### config.mk
export PLATFORM = sky130hd
export DESIGN_NAME = if_irq_fetch_flat
export DESIGN_NICKNAME = d
export VERILOG_FILES = /design/src/rtl/if_irq_fetch_if.sv /design/src/rtl/if_irq_fetch.sv /design/src/flat_wrapper.sv
export SDC_FILE = /design/constraint.sdc
export NUM_CORES = 1
export LEC_CHECK = 0
export ABC_AREA = 1
export CAP_MARGIN = 15
export CORE_MARGIN = 4
export CORE_UTILIZATION = 45
export CTS_CLUSTER_DIAMETER = 30
export DETAILED_ROUTE_END_ITERATION = 8
export MAX_ROUTING_LAYER = met4
export PLACE_DENSITY = 0.81
export SYNTH_ARGS = -nofsm -noshare
export SYNTH_HDL_FRONTEND = slang
export SYNTH_SLANG_ARGS = --single-unit
### constraint.sdc
create_clock -name clk -period 1.6 [get_ports clk]
set_input_delay 0.48 -clock clk [delete_from_list [all_inputs] [get_ports clk]]
set_output_delay 0.48 -clock clk [all_outputs]
set_load 0.01 [all_outputs]
### src/rtl/if_irq_fetch_if.sv
// Fetch-stage bus: interrupt inputs, execute-side redirects, instruction memory
// handshake and the fetch outputs towards decode.
interface if_irq_fetch_if #(
  parameter int unsigned CPU_WIDTH = 16,
  parameter int unsigned IRQ_NUM   = 8
);
  logic [IRQ_NUM-1:0]   irq;
  logic [IRQ_NUM-1:0]   irq_mask;
  logic                 gie;
  logic                 stall;
  logic                 PCSel;
  logic [CPU_WIDTH-1:0] branch_pc;
  logic                 mret;
  logic                 inst_valid;
  logic [CPU_WIDTH-1:0] inst_data;
  logic [CPU_WIDTH-1:0] inst_addr;
  logic [CPU_WIDTH-1:0] inst_out;
  logic [CPU_WIDTH-1:0] epc;
  logic [IRQ_NUM-1:0]   irq_ack;
  logic                 in_isr;

  // Fetch stage side
  modport slave (
    input  irq, irq_mask, gie, stall, PCSel, branch_pc, mret, inst_valid, inst_data,
    output inst_addr, inst_out, epc, irq_ack, in_isr
  );

  // Environment side (memory / execute / interrupt controller)
  modport master (
    output irq, irq_mask, gie, stall, PCSel, branch_pc, mret, inst_valid, inst_data,
    input  inst_addr, inst_out, epc, irq_ack, in_isr
  );
endinterface

### src/rtl/if_irq_fetch.sv
// Instruction fetch / PC generation with prioritised, maskable vectored
// interrupts, EPC save and return-from-interrupt.
module if_irq_fetch #(
  parameter int unsigned CPU_WIDTH  = 16,
  parameter int unsigned IRQ_NUM    = 8,
  parameter int unsigned RESET_PC   = 0,
  parameter int unsigned VEC_BASE   = 0,
  parameter int unsigned VEC_STRIDE = 4
) (
  input  logic           clk,
  input  logic           rst_n,
  if_irq_fetch_if.slave  bus
);

  typedef enum logic {RUN, ISR} state_t;

  state_t               r_state;
  logic [CPU_WIDTH-1:0] r_pc;
  logic [CPU_WIDTH-1:0] r_epc;
  logic [CPU_WIDTH-1:0] r_inst_out;
  logic [IRQ_NUM-1:0]   r_irq_ack;

  logic [CPU_WIDTH-1:0] w_seq_pc;
  logic [CPU_WIDTH-1:0] w_nrm_pc;
  logic [CPU_WIDTH-1:0] w_vec_pc;
  logic [IRQ_NUM-1:0]   w_pend;
  logic [IRQ_NUM-1:0]   w_onehot;
  logic [3:0]           w_idx;
  logic                 w_take;

  always_comb begin
    w_seq_pc = bus.inst_valid ? r_pc + CPU_WIDTH'(1) : r_pc;
    w_nrm_pc = bus.PCSel ? bus.branch_pc : w_seq_pc;
    w_pend   = bus.irq & bus.irq_mask;
    w_idx    = '0;
    w_onehot = '0;
    // Scan from the top so the lowest pending index is the last (winning) write
    for (int unsigned i = 0; i < IRQ_NUM; i++) begin
      if (w_pend[IRQ_NUM-1-i]) begin
        w_idx                  = 4'(IRQ_NUM-1-i);
        w_onehot               = '0;
        w_onehot[IRQ_NUM-1-i]  = 1'b1;
      end
    end
    w_vec_pc = CPU_WIDTH'(VEC_BASE + 32'(w_idx) * VEC_STRIDE);
    w_take   = (r_state == RUN) && bus.gie && (|w_pend) && !bus.stall;
  end

  always_ff @(posedge clk or negedge rst_n) begin
    if (!rst_n) begin
      r_state    <= RUN;
      r_pc       <= CPU_WIDTH'(RESET_PC);
      r_epc      <= '0;
      r_inst_out <= '0;
      r_irq_ack  <= '0;
    end else if (bus.stall) begin
      r_irq_ack  <= '0;
    end else begin
      r_inst_out <= bus.inst_data;
      r_irq_ack  <= '0;
      if (bus.mret && r_state == ISR) begin
        r_pc    <= r_epc;
        r_state <= RUN;
      end else if (w_take) begin
        r_epc     <= w_nrm_pc;
        r_pc      <= w_vec_pc;
        r_irq_ack <= w_onehot;
        r_state   <= ISR;
      end else begin
        r_pc <= w_nrm_pc;
      end
    end
  end

  assign bus.inst_addr = r_pc;
  assign bus.inst_out  = r_inst_out;
  assign bus.epc       = r_epc;
  assign bus.irq_ack   = r_irq_ack;
  assign bus.in_isr    = (r_state == ISR);

endmodule

### src/flat_wrapper.sv
// flat-port wrapper written by rule: the top's interface ports become plain ports
module if_irq_fetch_flat 
#(
  parameter int unsigned CPU_WIDTH  = 16,
  parameter int unsigned IRQ_NUM    = 8,
  parameter int unsigned RESET_PC   = 0,
  parameter int unsigned VEC_BASE   = 0,
  parameter int unsigned VEC_STRIDE = 4
)
  (clk, rst_n, bus_irq, bus_irq_mask, bus_gie, bus_stall, bus_PCSel, bus_branch_pc, bus_mret, bus_inst_valid, bus_inst_data, bus_inst_addr, bus_inst_out, bus_epc, bus_irq_ack, bus_in_isr);
  if_irq_fetch_if #(.CPU_WIDTH(CPU_WIDTH), .IRQ_NUM(IRQ_NUM)) bus_i ();
  input  logic clk;
  input  logic rst_n;
  input wire logic [$bits(bus_i.irq)-1:0] bus_irq;
  input wire logic [$bits(bus_i.irq_mask)-1:0] bus_irq_mask;
  input wire logic [$bits(bus_i.gie)-1:0] bus_gie;
  input wire logic [$bits(bus_i.stall)-1:0] bus_stall;
  input wire logic [$bits(bus_i.PCSel)-1:0] bus_PCSel;
  input wire logic [$bits(bus_i.branch_pc)-1:0] bus_branch_pc;
  input wire logic [$bits(bus_i.mret)-1:0] bus_mret;
  input wire logic [$bits(bus_i.inst_valid)-1:0] bus_inst_valid;
  input wire logic [$bits(bus_i.inst_data)-1:0] bus_inst_data;
  output wire logic [$bits(bus_i.inst_addr)-1:0] bus_inst_addr;
  output wire logic [$bits(bus_i.inst_out)-1:0] bus_inst_out;
  output wire logic [$bits(bus_i.epc)-1:0] bus_epc;
  output wire logic [$bits(bus_i.irq_ack)-1:0] bus_irq_ack;
  output wire logic [$bits(bus_i.in_isr)-1:0] bus_in_isr;
  assign bus_i.irq = bus_irq;
  assign bus_i.irq_mask = bus_irq_mask;
  assign bus_i.gie = bus_gie;
  assign bus_i.stall = bus_stall;
  assign bus_i.PCSel = bus_PCSel;
  assign bus_i.branch_pc = bus_branch_pc;
  assign bus_i.mret = bus_mret;
  assign bus_i.inst_valid = bus_inst_valid;
  assign bus_i.inst_data = bus_inst_data;
  assign bus_inst_addr = bus_i.inst_addr;
  assign bus_inst_out = bus_i.inst_out;
  assign bus_epc = bus_i.epc;
  assign bus_irq_ack = bus_i.irq_ack;
  assign bus_in_isr = bus_i.in_isr;
  if_irq_fetch #(.CPU_WIDTH(CPU_WIDTH), .IRQ_NUM(IRQ_NUM), .RESET_PC(RESET_PC), .VEC_BASE(VEC_BASE), .VEC_STRIDE(VEC_STRIDE)) u_core (.clk(clk), .rst_n(rst_n), .bus(bus_i));
endmodule
==> metrics.md <==
| Metric | Value |
|---|---|
| TritonCTS clock tree | done |
| Bufs and invs on worst path | 1 |
| Post-Syn Area | 0.003080 mm^2 |
| GP Congestion | 0.9063 |
| DP Area | 0.004576 mm^2 |
| Hold Crit Class | input pin to async pin |
| Initial Util | 0.4743 |
| VDD IR-drop max | 0.5962 mV |
| FILL cells | 464 |
| DRT Pass-1 Iters | 5 |
| Worst EP required | 1120 ps |
| # IOs | 112 |
| Net Count, Synth | 478 |
| Syn-to-layout area delta | 61.70% |
| CTS buffer count | 9 |
| Total of max-cap violations | 0 |
| Final Hold Vio Count | 0 |
| CP startpoint kind | register |
| I/O Buffers | 111 |
| Type of the worst setup path | register to primary output |
| GR Overflow Total | 0 |
| Setup tns final | 0 ps |
| Crit. End Element | primary output |
| Multi-input logic area | 0.001574 mm^2 |
| FF+latch count, synth | 57 |
| PwrDens | 1257 mW/mm^2 |
| Gate Count Post-Synth | 422 |
| Critical-path top delay cell | dfrtp_2 |
| Initial antenna violation count | 0 |
| DR iter-0 viols | 243 |
| Worst-Margin Slew | 345.2 ps |
| WL final | 10,400 um |
| Most common cell after layout, fill and taps aside | nand2_1 |
| CP max FO | 5 |
| Sequential Area | 0.001430 mm^2 |
| DR WL/cell | 15.50 um |
| Status | complete, no violations |
| # nets final | 645 |
| Vias | 3,482 |
| Global-route wire length before repair | 16,120 um |
| Leakage | 2.715 nW |
| Clock sinks | 57 |
| Largest stage delay, worst path | 460 ps |
| Crit path DAT | 1100 ps |
| Final period util | 0.9902 |
| FP Rows | 29 |
| DP Wirelength | 7223 um |
| Avg Inst Size Synth | 7.300 um^2 |
| Most frequent cells in the layout | nand2_1 (165), dlygate4sd2_1 (60), dfrtp_1 (54) |
| Die ar. | 0.008233 mm^2 |
| Rel. slew slack | 0.7690 |
| Ys Warns | 0 |
| Share of cells above drive strength 1 | 0.2222 |
| Core Region | 0.006495 mm^2 |
| DR vias/cell | 5.189 |
| Clock latency on the worst-skew pair | 350 ps |
| ANT nets after route | 0 |
| Post-synthesis sequential area ratio | 0.4630 |
| CP cell instances | dlygate4sd2_1 |
| Diode count | 0 |
| Setup Skew | 10.16 ps |
| Root Buffer | clkbuf_8 |
| FMAX | 0.6312 GHz |
| Synth unique cells | 32 |
| Setup violators final | 0 |
| Vias in the first global route | 3,539 |
| H-Tree Depth | 3 |
| Clock buffer depth | 2 |
| FF-to-FF setup slack | 100 ps |
| Post-route minimum period | 1584 ps |
| Die Width | 90.74 um |
| RSZ-0062 raised after global routing | true |
| Clock transition at path regs | 70 ps |
| DRC | 0 |
| Chip height | 90.74 um |
| Post-route cell area | 0.004981 mm^2 |
| Slew Viols, Final | 0 |
| Pin count of the biggest net entering global routing | 48 |
| Top delay family on crit path | flip-flops |
| GRT Overall Usage | 0.2505 |
==> metal layers <==
| layer | part of all wire | global-route usage |
|---|---|---|
| met1 | 0.39 | 0.2872 |
| met2 | 0.52 | 0.4219 |
| met3 | 0.059 | 0.04167 |
| met4 | 0.033 | 0.1276 |
| met5 | 0 | - |
==> cell families (layout without fill, tap and decap cells) <==
kind of cell,count (synthesis),count (layout),synth area share
compound gates,35,35,0.05971
flops,57,57,0.4630
buf+inv,53,224,0.06783
xor+xnor,2,2,0.008125
simple gates,274,275,0.3972
fa+ha+maj,1,1,0.004061
==> cell type report <==
cell class	instances	area share
timing repair buffer	167	0.3075
sequential	57	0.2871
clock buffer	9	0.02487
inverter	41	0.03090
clock inverter	7	0.01432
tap	77	0.01934
multi-input combinational	313	0.3160
==> registers in the layout, indices dropped and copies added, names as in the netlist <==
name	cells
u_core.bus.epc	16
u_core.bus.inst_out	16
u_core.bus.inst_addr	16
u_core.bus.irq_ack	8
u_core.bus.in_isr	1
==> report_power, final <==
group	switching, W	internal [W]
combinational	0.00150	0.00122
sequential	0.000345	0.00185
clock	0.000639	0.000714
==> synth_stat cells <==
| cell | count | area, um^2 |
|---|---|---|
| xor2_1 | 1 | 8.760 |
| or2_2 | 8 | 50.05 |
| buf_4 | 2 | 15.01 |
| o22ai_1 | 1 | 6.260 |
| nor3_1 | 4 | 20.02 |
| buf_2 | 2 | 10.01 |
| nand2_4 | 1 | 11.26 |
| nor2_8 | 1 | 20.02 |
| nor2_1 | 29 | 108.9 |
| nand3_1 | 33 | 165.2 |
| o21ai_1 | 7 | 35.03 |
| nand2_1 | 179 | 671.9 |
| nor3b_2 | 1 | 12.51 |
| nand3_4 | 1 | 17.52 |
| nor3_2 | 1 | 10.01 |
| nand4_1 | 3 | 18.77 |
| ha_1 | 1 | 12.51 |
| nor3b_1 | 1 | 7.510 |
| xor2_2 | 1 | 16.27 |
| clkinv_1 | 1 | 3.750 |
| o211ai_1 | 1 | 7.510 |
| dfrtp_1 | 57 | 1426 |
| a21oi_1 | 12 | 60.06 |
| o21ai_0 | 10 | 50.05 |
| nor2_4 | 4 | 45.04 |
| a31oi_1 | 4 | 25.02 |
| nand2_2 | 3 | 18.77 |
| nand3_2 | 4 | 40.04 |
| inv_1 | 38 | 142.6 |
| inv_2 | 2 | 7.510 |
| clkbuf_1 | 8 | 30.03 |
| and3_1 | 1 | 6.260 |
==> worst paths after layout <==
check / from / end / cells after the start
worst max-delay path: u_core.bus.inst_addr[2] / bus_inst_addr[2] / 1
worst min-delay path: rst_n / u_core.bus.irq_ack[3] / 1
worst max register to register: u_core.bus.in_isr / u_core.bus.inst_addr[2] / 8
worst min register to register: u_core.bus.inst_out[7] / u_core.bus.inst_out[7] / 2
max in group asynchronous: rst_n / u_core.bus.in_isr / 2
min in group clk: u_core.bus.inst_out[7] / u_core.bus.inst_out[7] / 2
==> metrics by stage <==
stage                 util  setup WS [ps]  hold slack (ps)  std cells  power, W
finish              0.7669          15.74            11.12        671  0.006263
global placement    0.7045         -369.0            371.8        641  0.004911
global route        0.7669         -34.98            16.68        671  0.006667
floorplan                -          106.4            184.4        422  0.003433
detailed placement  0.7045         -476.1            371.9        641  0.005003
CTS                 0.7386          2.503            9.441        664  0.006169
==> repair_timing <==
item,CTS,global route
gates cloned,1,0
gates resized for setup,75,46
hold buffers,0,0
setup endpoints to repair,83,41
buffers inserted,6,7
pin swaps,6,25
Note: power is estimated with default switching activity, not from simulation.
